File: src/rtl/inst_load_pkg.sv
// rtl/inst_load_pkg.sv - shared types and constants for the instruction-memory boot loader
package inst_load_pkg;

    localparam int BYTES_PER_WORD = 4;
    localparam int HDR_BYTES      = 4;
    localparam int CSUM_BYTES     = 4;

    typedef enum logic [2:0] {
        ST_HDR  = 3'd0,
        ST_DATA = 3'd1,
        ST_CSUM = 3'd2,
        ST_RUN  = 3'd3,
        ST_ERR  = 3'd4
    } load_state_t;

endpackage

File: src/rtl/inst_load_ctrl_byte_assembler.sv
// rtl/inst_load_ctrl_byte_assembler.sv - packs big-endian bytes into 32-bit words
module byte_assembler
    import inst_load_pkg::*;
(
    input  logic        i_clk,
    input  logic        i_clr,
    input  logic        i_byte_valid,
    input  logic [7:0]  i_byte_data,
    output logic        o_word_valid,
    output logic [31:0] o_word_data
);

    localparam logic [1:0] LAST_IDX = 2'(BYTES_PER_WORD - 1);

    logic [1:0]  r_idx;
    logic [23:0] r_shift;

    always_ff @(posedge i_clk) begin
        if (i_clr) begin
            r_idx   <= '0;
            r_shift <= '0;
        end else if (i_byte_valid) begin
            r_idx   <= r_idx + 2'd1;
            r_shift <= {r_shift[15:0], i_byte_data};
        end
    end

    // The completing byte bypasses the register so the word is visible in its arrival cycle.
    assign o_word_valid = i_byte_valid && (r_idx == LAST_IDX);
    assign o_word_data  = {r_shift, i_byte_data};

endmodule

File: src/rtl/inst_load_ctrl.sv
// rtl/inst_load_ctrl.sv - boot loader writing a byte-streamed image into instruction memory
// Optional trailing checksum check: INST_LOAD_CHECKSUM_EN
module inst_load_ctrl
    import inst_load_pkg::*;
#(
    parameter int INST_MEM_WIDTH = 14
) (
    input  logic                      CLK,
    input  logic                      reset,
    input  logic [7:0]                rx_data,
    input  logic                      rx_valid,
    output logic                      rx_ready,
    input  logic                      fetch_req,
    input  logic [INST_MEM_WIDTH-1:0] fetch_addr,
    output logic                      fetch_grant,
    output logic                      mem_we,
    output logic [INST_MEM_WIDTH-1:0] mem_addr,
    output logic [31:0]               mem_wdata,
    output logic                      cpu_run,
    output logic                      load_err,
    output logic [INST_MEM_WIDTH:0]   words_loaded
);

    localparam int          W         = INST_MEM_WIDTH;
    localparam logic [32:0] MAX_WORDS = 33'd1 << W;
    localparam logic [W:0]  ONE       = 1;

    load_state_t     r_state;
    load_state_t     w_state_next;
    logic [W:0]      r_count;
    logic [W:0]      r_words_loaded;
    logic            r_mem_we;
    logic [W-1:0]    r_mem_addr;
    logic [31:0]     r_mem_wdata;
    logic            r_load_err;
`ifdef INST_LOAD_CHECKSUM_EN
    logic [31:0]     r_sum;
`endif

    logic            w_byte_acc;
    logic            w_word_valid;
    logic [31:0]     w_word;
    logic            w_last_word;
    logic            w_run;
    logic            w_asm_clr;

    assign rx_ready    = (r_state == ST_HDR) || (r_state == ST_DATA) || (r_state == ST_CSUM);
    assign w_byte_acc  = rx_valid && rx_ready;
    assign w_last_word = (r_words_loaded + ONE) == r_count;
    assign w_asm_clr   = !reset || (w_state_next != r_state);

    byte_assembler u_asm (
        .i_clk        (CLK),
        .i_clr        (w_asm_clr),
        .i_byte_valid (w_byte_acc),
        .i_byte_data  (rx_data),
        .o_word_valid (w_word_valid),
        .o_word_data  (w_word)
    );

    always_comb begin
        w_state_next = r_state;
        case (r_state)
            ST_HDR: begin
                if (w_word_valid) begin
                    if (w_word == 32'd0) begin
`ifdef INST_LOAD_CHECKSUM_EN
                        w_state_next = ST_CSUM;
`else
                        w_state_next = ST_RUN;
`endif
                    end else if ({1'b0, w_word} > MAX_WORDS) begin
                        w_state_next = ST_ERR;
                    end else begin
                        w_state_next = ST_DATA;
                    end
                end
            end
            ST_DATA: begin
                if (w_word_valid && w_last_word) begin
`ifdef INST_LOAD_CHECKSUM_EN
                    w_state_next = ST_CSUM;
`else
                    w_state_next = ST_RUN;
`endif
                end
            end
`ifdef INST_LOAD_CHECKSUM_EN
            ST_CSUM: begin
                if (w_word_valid) begin
                    w_state_next = (w_word == r_sum) ? ST_RUN : ST_ERR;
                end
            end
`endif
            default: w_state_next = r_state;
        endcase
    end

    always_ff @(posedge CLK) begin
        if (!reset) begin
            r_state        <= ST_HDR;
            r_count        <= '0;
            r_words_loaded <= '0;
            r_mem_we       <= 1'b0;
            r_mem_addr     <= '0;
            r_mem_wdata    <= '0;
            r_load_err     <= 1'b0;
`ifdef INST_LOAD_CHECKSUM_EN
            r_sum          <= '0;
`endif
        end else begin
            r_state  <= w_state_next;
            r_mem_we <= 1'b0;
            if (w_word_valid && (r_state == ST_HDR)) begin
                r_count <= w_word[W:0];
`ifdef INST_LOAD_CHECKSUM_EN
                r_sum   <= w_word;
`endif
            end
            if (w_word_valid && (r_state == ST_DATA)) begin
                r_mem_we       <= 1'b1;
                r_mem_addr     <= r_words_loaded[W-1:0];
                r_mem_wdata    <= w_word;
                r_words_loaded <= r_words_loaded + ONE;
`ifdef INST_LOAD_CHECKSUM_EN
                r_sum          <= r_sum + w_word;
`endif
            end
            if (w_state_next == ST_ERR) begin
                r_load_err <= 1'b1;
            end
        end
    end

    // The core is held back while the final write is still leaving the pipeline.
    assign w_run        = (r_state == ST_RUN) && !r_mem_we;
    assign cpu_run      = w_run;
    assign fetch_grant  = w_run && fetch_req;
    assign mem_we       = r_mem_we;
    assign mem_addr     = w_run ? fetch_addr : r_mem_addr;
    assign mem_wdata    = r_mem_wdata;
    assign load_err     = r_load_err;
    assign words_loaded = r_words_loaded;

endmodule

File: config.mk
export PLATFORM = sky130hd
export DESIGN_NAME = inst_load_ctrl
export DESIGN_NICKNAME = d
export VERILOG_FILES = /design/src/rtl/inst_load_pkg.sv /design/src/rtl/inst_load_ctrl_byte_assembler.sv /design/src/rtl/inst_load_ctrl.sv
export SDC_FILE = /design/constraint.sdc
export NUM_CORES = 1
export LEC_CHECK = 0
export CAP_MARGIN = 15
export CORE_ASPECT_RATIO = 0.7
export CORE_MARGIN = 2
export CORE_UTILIZATION = 25
export CTS_CLUSTER_DIAMETER = 200
export CTS_CLUSTER_SIZE = 16
export DETAILED_ROUTE_END_ITERATION = 8
export SYNTH_ARGS = -nofsm -noshare
export SYNTH_HDL_FRONTEND = slang
export SYNTH_SLANG_ARGS = --single-unit
File: constraint.sdc
create_clock -name CLK -period 2.44 [get_ports CLK]
set_input_delay 0.488 -clock CLK [delete_from_list [all_inputs] [get_ports CLK]]
set_output_delay 0.488 -clock CLK [all_outputs]
set_load 0.05 [all_outputs]
## Word level (Yosys, flattened, before mapping)

Cells that the tools add are included.

| storage, ports and cells | value |
|---|---|
| flip-flop bits (word level) | 107 |
| input port bits | 26 |
| output and inout port bits | 66 |
| word-level logic and storage cells | 40 |

| cells by class | value |
|---|---|
| $add $sub $neg | 2 |
| $lt $le $gt $ge | 1 |
| equality and inequality tests | 7 |
| multiplexer cells | 7 |
| reductions and logical operators | 14 |

Operator list:

| operator | count |
|---|---|
| 32-bit by 15-bit greater-than comparator with 1-bit output (second input constant) | 1 |
| 32-bit logical NOT | 1 |
| 15-bit by 1-bit adder with 15-bit output (second input constant) | 1 |
| 15-bit == test | 1 |
| 14-bit 2-to-1 mux | 1 |
| 3-bit 2-to-1 mux | 4 |
| 1-bit logical AND | 7 |
| 3-bit by 2-bit == test with 1-bit output (second input constant) | 2 |
| 3-bit one-hot mux with 2 select lines | 1 |
| 3-bit by 1-bit == test with 1-bit output (second input constant) | 1 |
| 3-bit == test (second input constant) | 1 |
| 3-bit logical NOT | 1 |
| 1-bit logical OR | 3 |
| 3-bit inequality test | 1 |
| 2-bit by 1-bit adder with 2-bit output (second input constant) | 1 |
| 2-bit == test (second input constant) | 1 |
| 1-bit logical NOT | 2 |
| 1-bit 2-to-1 mux | 1 |

## Longest topological paths before layout

| logic depth | value |
|---|---|
| depth after elaboration | 10 |
| gate-level depth with buffers | 9 |
| gate-level depth less buffers | 7 |

## Hierarchy

A second synthesis with hierarchy kept.

| unflattened totals | value |
|---|---|
| cell total of the unflattened synthesis | 574 |
| area, all modules | 4,752.1 um^2 |

Modules (own cells, without submodules):

| module | times used | cells each | area an instance (um^2) | seq. area each (um^2) |
|---|---|---|---|---|
| inst_load_ctrl | 1 | 480 | 3,728.6 | 1,621.6 |
| byte_assembler | 1 | 94 | 1,023.5 | 520.5 |

## Worst setup path before layout

Ideal clock, no wire load.

| timing path | value |
|---|---|
| kind | flip-flop to output port |
| from | register r_mem_we, in the netlist mem_we |
| to | output port mem_addr[10] |
| arrival | 2,360 ps |
| required time | 1,952 ps |
| path slack | -408 ps |
| stages on the path, launching flop included | 4 |
| buffers on the path | 1 |
| cell sequence | dfxtp_1 -> nor3_1 -> clkbuf_1 -> mux2_2 |

| between the ends | value |
|---|---|
| word-level cells in the longest chain between the ends | 3 |

Ends and longest elaborated chain:

| element | RTL line | source |
|---|---|---|
| start, declared | inst_load_ctrl.sv:32 | `logic r_mem_we;` |
| start signal, assigned | inst_load_ctrl.sv:104 | `r_mem_we <= 1'b0;` |
| start signal, assigned | inst_load_ctrl.sv:113 | `r_mem_we <= 1'b0;` |
| start signal, assigned | inst_load_ctrl.sv:121 | `r_mem_we <= 1'b1;` |
| 1-bit logical NOT | inst_load_ctrl.sv:136 | `assign w_run = (r_state == ST_RUN) && !r_mem_we;` |
| 1-bit logical AND | inst_load_ctrl.sv:136 |  |
| via cpu_run | inst_load_ctrl.sv:19 | `output logic cpu_run,` |
| 14-bit 2-to-1 mux | inst_load_ctrl.sv:140 | `assign mem_addr = w_run ? fetch_addr : r_mem_addr;` |
| end, declared | inst_load_ctrl.sv:17 | `output logic [INST_MEM_WIDTH-1:0] mem_addr,` |

The timed path passes the listed nets, and every way through them passes these cells.

## Worst setup path in the final report

| timing path | value |
|---|---|
| from | input port rx_valid |
| to | register u_asm.r_shift[13] |

| between the ends | value |
|---|---|
| word-level cells in the longest chain between the ends | 7 |
| elaborated cells on any way between the ends | 8 |
| those cells by class | eq/ne: 1; mux: 3; reduce/logical: 4 |

Ends and longest elaborated chain:

| element | RTL line | source |
|---|---|---|
| start, declared | inst_load_ctrl.sv:11 | `input logic rx_valid,` |
| 1-bit logical AND (*) | inst_load_ctrl.sv:48 | `assign w_byte_acc = rx_valid && rx_ready;` |
| 1-bit logical AND | inst_load_ctrl_byte_assembler.sv:29 | `assign o_word_valid = i_byte_valid && (r_idx == LAST_IDX);` |
| 1-bit logical AND | inst_load_ctrl.sv:80 | `if (w_word_valid && w_last_word) begin` |
| 3-bit 2-to-1 mux | inst_load_ctrl.sv:80 |  |
| 3-bit one-hot mux with 2 select lines | inst_load_ctrl.sv:63 | `case (r_state)` |
| 3-bit inequality test | inst_load_ctrl.sv:50 | `assign w_asm_clr = !reset \|\| (w_state_next != r_state);` |
| 1-bit logical OR | inst_load_ctrl.sv:50 |  |
| end signal, assigned | inst_load_ctrl_byte_assembler.sv:24 | `r_shift <= {r_shift[15:0], i_byte_data};` |
| end, declared | inst_load_ctrl_byte_assembler.sv:16 | `logic [23:0] r_shift;` |

Every way passes the cells marked *; elsewhere a longest branch is shown, timed or not.
A chain may end at the register's enable or synchronous reset.

==> key figures <==
Power and ir drop
  • Total power: 0.003616 W
  • Flop pwr share: 49.8%
  • Switching part of the total: 23.85%
  • Leakage power: 2.663 nW
  • Max VDD drop: 0.0003687 V
  • Logic pwr share: 7.5%
  • Switching Power: 0.0008625 W
  • Pwr/cell area: 502.2 mW/mm^2
  • P_int: 0.002754 W
  • Clock power share: 42.6%

CTS
  • TritonCTS clock tree: done
  • Clock sinks: 107
  • Clk slew on worst S/H paths: 0.06 ns
  • TritonCTS buffer count: 9
  • Root Driver: clkbuf_16
  • Worst-skew pair later-pin latency: 0.36 ns
  • Cts hold-fix bufs: 0
  • Clock Tree Buf Depth: 2
  • CTS H-tree depth: 3

Critical path
  • R2r setup slk: 0.17 ns
  • Crit path launch type: input port
  • Worst path max stage delay: 0.51 ns
  • Worst EP arrival: 2.64 ns
  • Critical-path cell list: clkdlybuf4s50_1 > and4bb_2 > or3b_1 > o41ai_4 > buf_4 > buf_6 > nor3_1 > a21oi_1 > nand2_1
  • Worst Path Required: 2.68 ns
  • Critical Path End Type: register
  • Worst Reg2Reg Path Length in Cells: 9
  • R2R Path End: u_asm.r_shift[13]
  • CP Class: input port to register
  • Crit-path max FO: 6
  • Worst path slowest cell: clkdlybuf4s50_1
  • Crit path from: rx_valid
  • Reg-to-Reg Start: u_asm.r_idx[0]

Synth
  • Synth top area share: 41.29%
  • Post-synthesis sequential area ratio: 41.29%
  • Async S/R FF share, synth: 0%
  • Netlist cell types: 50
  • Synth area leader: dfxtp_1
  • Area contributors post-synth: dfxtp_1, nand2_1, a21oi_1, nor3_1, mux2i_1
  • Syn Nets: 697
  • YS warnings: 0
  • Synth Flop Type: dfxtp_1
  • Yosys reg bits: 107
  • Mapped Cells: 669
  • Commonest cells in the netlist: nand2_1, dfxtp_1, a21oi_1
  • Avg Cell Area, Syn: 7.754 sq um
  • Mapped cell area: 0.005187 sq mm
  • Most frequent cell after synthesis: nand2_1
  • EDFF count, synth: 0

Routing
  • Pre-antenna DRT Iters: 5
  • Post-Route WL: 15.73 mm
  • Drt wl/cell: 14.94 um
  • Via/cell ratio: 4.696
  • Iteration-0 DRC Markers: 528
  • Vias: 4945
  • DRC Markers: 0
  • ANT nets after route: 0

Final layout
  • Fillers: 2140
  • Final Core Density: 35.07%
  • Layout Cells excl Fill: 1053
  • Layout area overhead: 38.81%
  • Final net count: 800
  • Layout cells sized above 1: 16.22%
  • Antenna diodes: 0

Status
  • Status: finished clean

Worst hold path
  • Worst hold stages: 2
  • Min-Delay Path Class: register to register
  • Hold endpoint: mem_wdata[11]
  • Startpoint of the worst hold path: mem_wdata[11]

STA
  • Final setup fails: 0
  • Worst Max-Slew Pin Slew: 0.5342 ns
  • Final Hold Violating Endpoints: 0
  • Achievable clock frequency: 417.5 MHz
  • Tcrit/Tclk final: 98.17%
  • Period minus WS final: 2.395 ns
  • Pins Over Slew Limit: 0
  • Max Clock Skew: 0.01328 ns
  • Relative max-transition margin: 64.27%

Place
  • Final HPWL DP: 11.28 mm
  • Cells after DPL: 1033
  • # port buffers: 91
  • Final GP Congestion: 0.8118

Global routing
  • First-pass GRT wire length: 25.12 mm
  • Total GRT Usage: 14.37%
  • Vias in the first global route: 4518
  • Pin count of the biggest net entering global routing: 66
  • Initial antenna violation count: 0
  • Total gr overflow: 0

Die
  • Cell row count: 44
  • Die height: 124.5 um
  • Die ar.: 0.02194 sq mm
  • Initial Util: 25.26%
  • Number of placed I/O pins: 92
  • Die width: 176.2 um
  • Core area: 0.02053 sq mm

Run
  • Maxcap violations: 0
how the worst max path moves through the flow:
stage,depth (start not counted),to
6_report,9,u_asm.r_shift[13]
5_1_grt,9,u_asm.r_shift[4]
4_1_cts,5,mem_addr[9]
3_5_place_dp,10,u_asm.r_shift[9]
3_3_place_gp,9,u_asm.r_shift[18]
2_1_floorplan,9,u_asm.r_shift[4]
placed cells by master, fill, tap and decap left out, drive strengths merged, types with 3 or more instances in the layout:
master / Yosys / routed
xor2: 17 / 17
clkbuf: 43 / 12
o41ai: 3 / 3
nor4: 9 / 9
o21ai: 28 / 28
nand3: 3 / 3
mux2i: 26 / 26
dfxtp: 107 / 107
nand2: 163 / 163
nand4: 7 / 7
nor2: 27 / 27
mux2: 14 / 14
or3: 4 / 4
xnor2: 18 / 18
a21oi: 92 / 92
buf: 13 / 73
inv: 4 / 6
clkdlybuf4s50: 0 / 75
nor3: 61 / 61
metal layers:
layer / up-vias / GRT usage (%) / routed length, um
met1: 2287 / 22.30 / 8065
met4: 0 / 3.986 / 187
met2: 155 / 19.31 / 6278
met5: - / 0 / 0
met3: 13 / 3.419 / 1202
li1: 2490 / - / -
power by group through the flow:
stage,Combinational (W),Sequential [W],Clock (W)
5_1_grt,0.000300,0.00180,0.00165
6_report,0.000272,0.00180,0.00154
3_3_place_gp,0.000262,0.00184,0
4_1_cts,0.000268,0.00180,0.00158
3_5_place_dp,0.000266,0.00184,0
2_1_floorplan,0.000141,0.00183,0
per-stage QoR:
stage	setup TNS, ns	area [sq um]	worst slack (ns)	hold slack [ns]
finish	0	7201	0.04461	0.4528
global route	-0.02249	7201	-0.008633	0.4759
CTS	0	7137	0.05102	0.4554
detailed placement	-7.573	6824	-0.3080	0.4459
global placement	-6.973	6824	-0.2663	0.4421
floorplan	0	5201	0.001877	0.4338
layout make-up:
class                           count  area (sq um)  share of cell area, %
Clock buffer                       12         256.5                  3.562
Clock inverter                      4         55.05                 0.7646
Inverter                            4         15.01                 0.2085
Multi-Input combinational cell    502          2826                  39.25
Sequential cell                   107          2151                  29.87
Tap cell                          276         345.3                  4.796
Timing Repair Buffer              148          1551                  21.55
state kept, by name, indices dropped and copies added, names as in the netlist:
signal,cells
r_mem_addr,14
words_loaded,15
u_asm.r_shift,24
mem_we,1
load_err,1
r_state,3
r_count,15
u_asm.r_idx,2
mem_wdata,32
worst max-delay path, delay by kind of cell:
family	cells	cell delay, ns
buffers and inverters	3	0.83
AOI/OAI and AO/OA	2	0.48
and+or+nand+nor	4	0.83
cells by family after synthesis:
family | count (synthesis) | share of synthesized area (%)
and+or+nand+nor | 290 | 24.94
AOI/OAI and AO/OA | 135 | 14.62
DFF | 107 | 41.29
buffers and inverters | 60 | 4.703
muxes | 40 | 8.056
xor gates and xnor gates | 35 | 5.909
adders and majority gates | 2 | 0.4823
repair_timing:
action	CTS	global route
pin swaps	0	1
gates cloned	0	1
resized for setup	1	9
buffers inserted	0	3
endpoints found under the setup margin	14	39
Power figures use the tool's default switching activity.
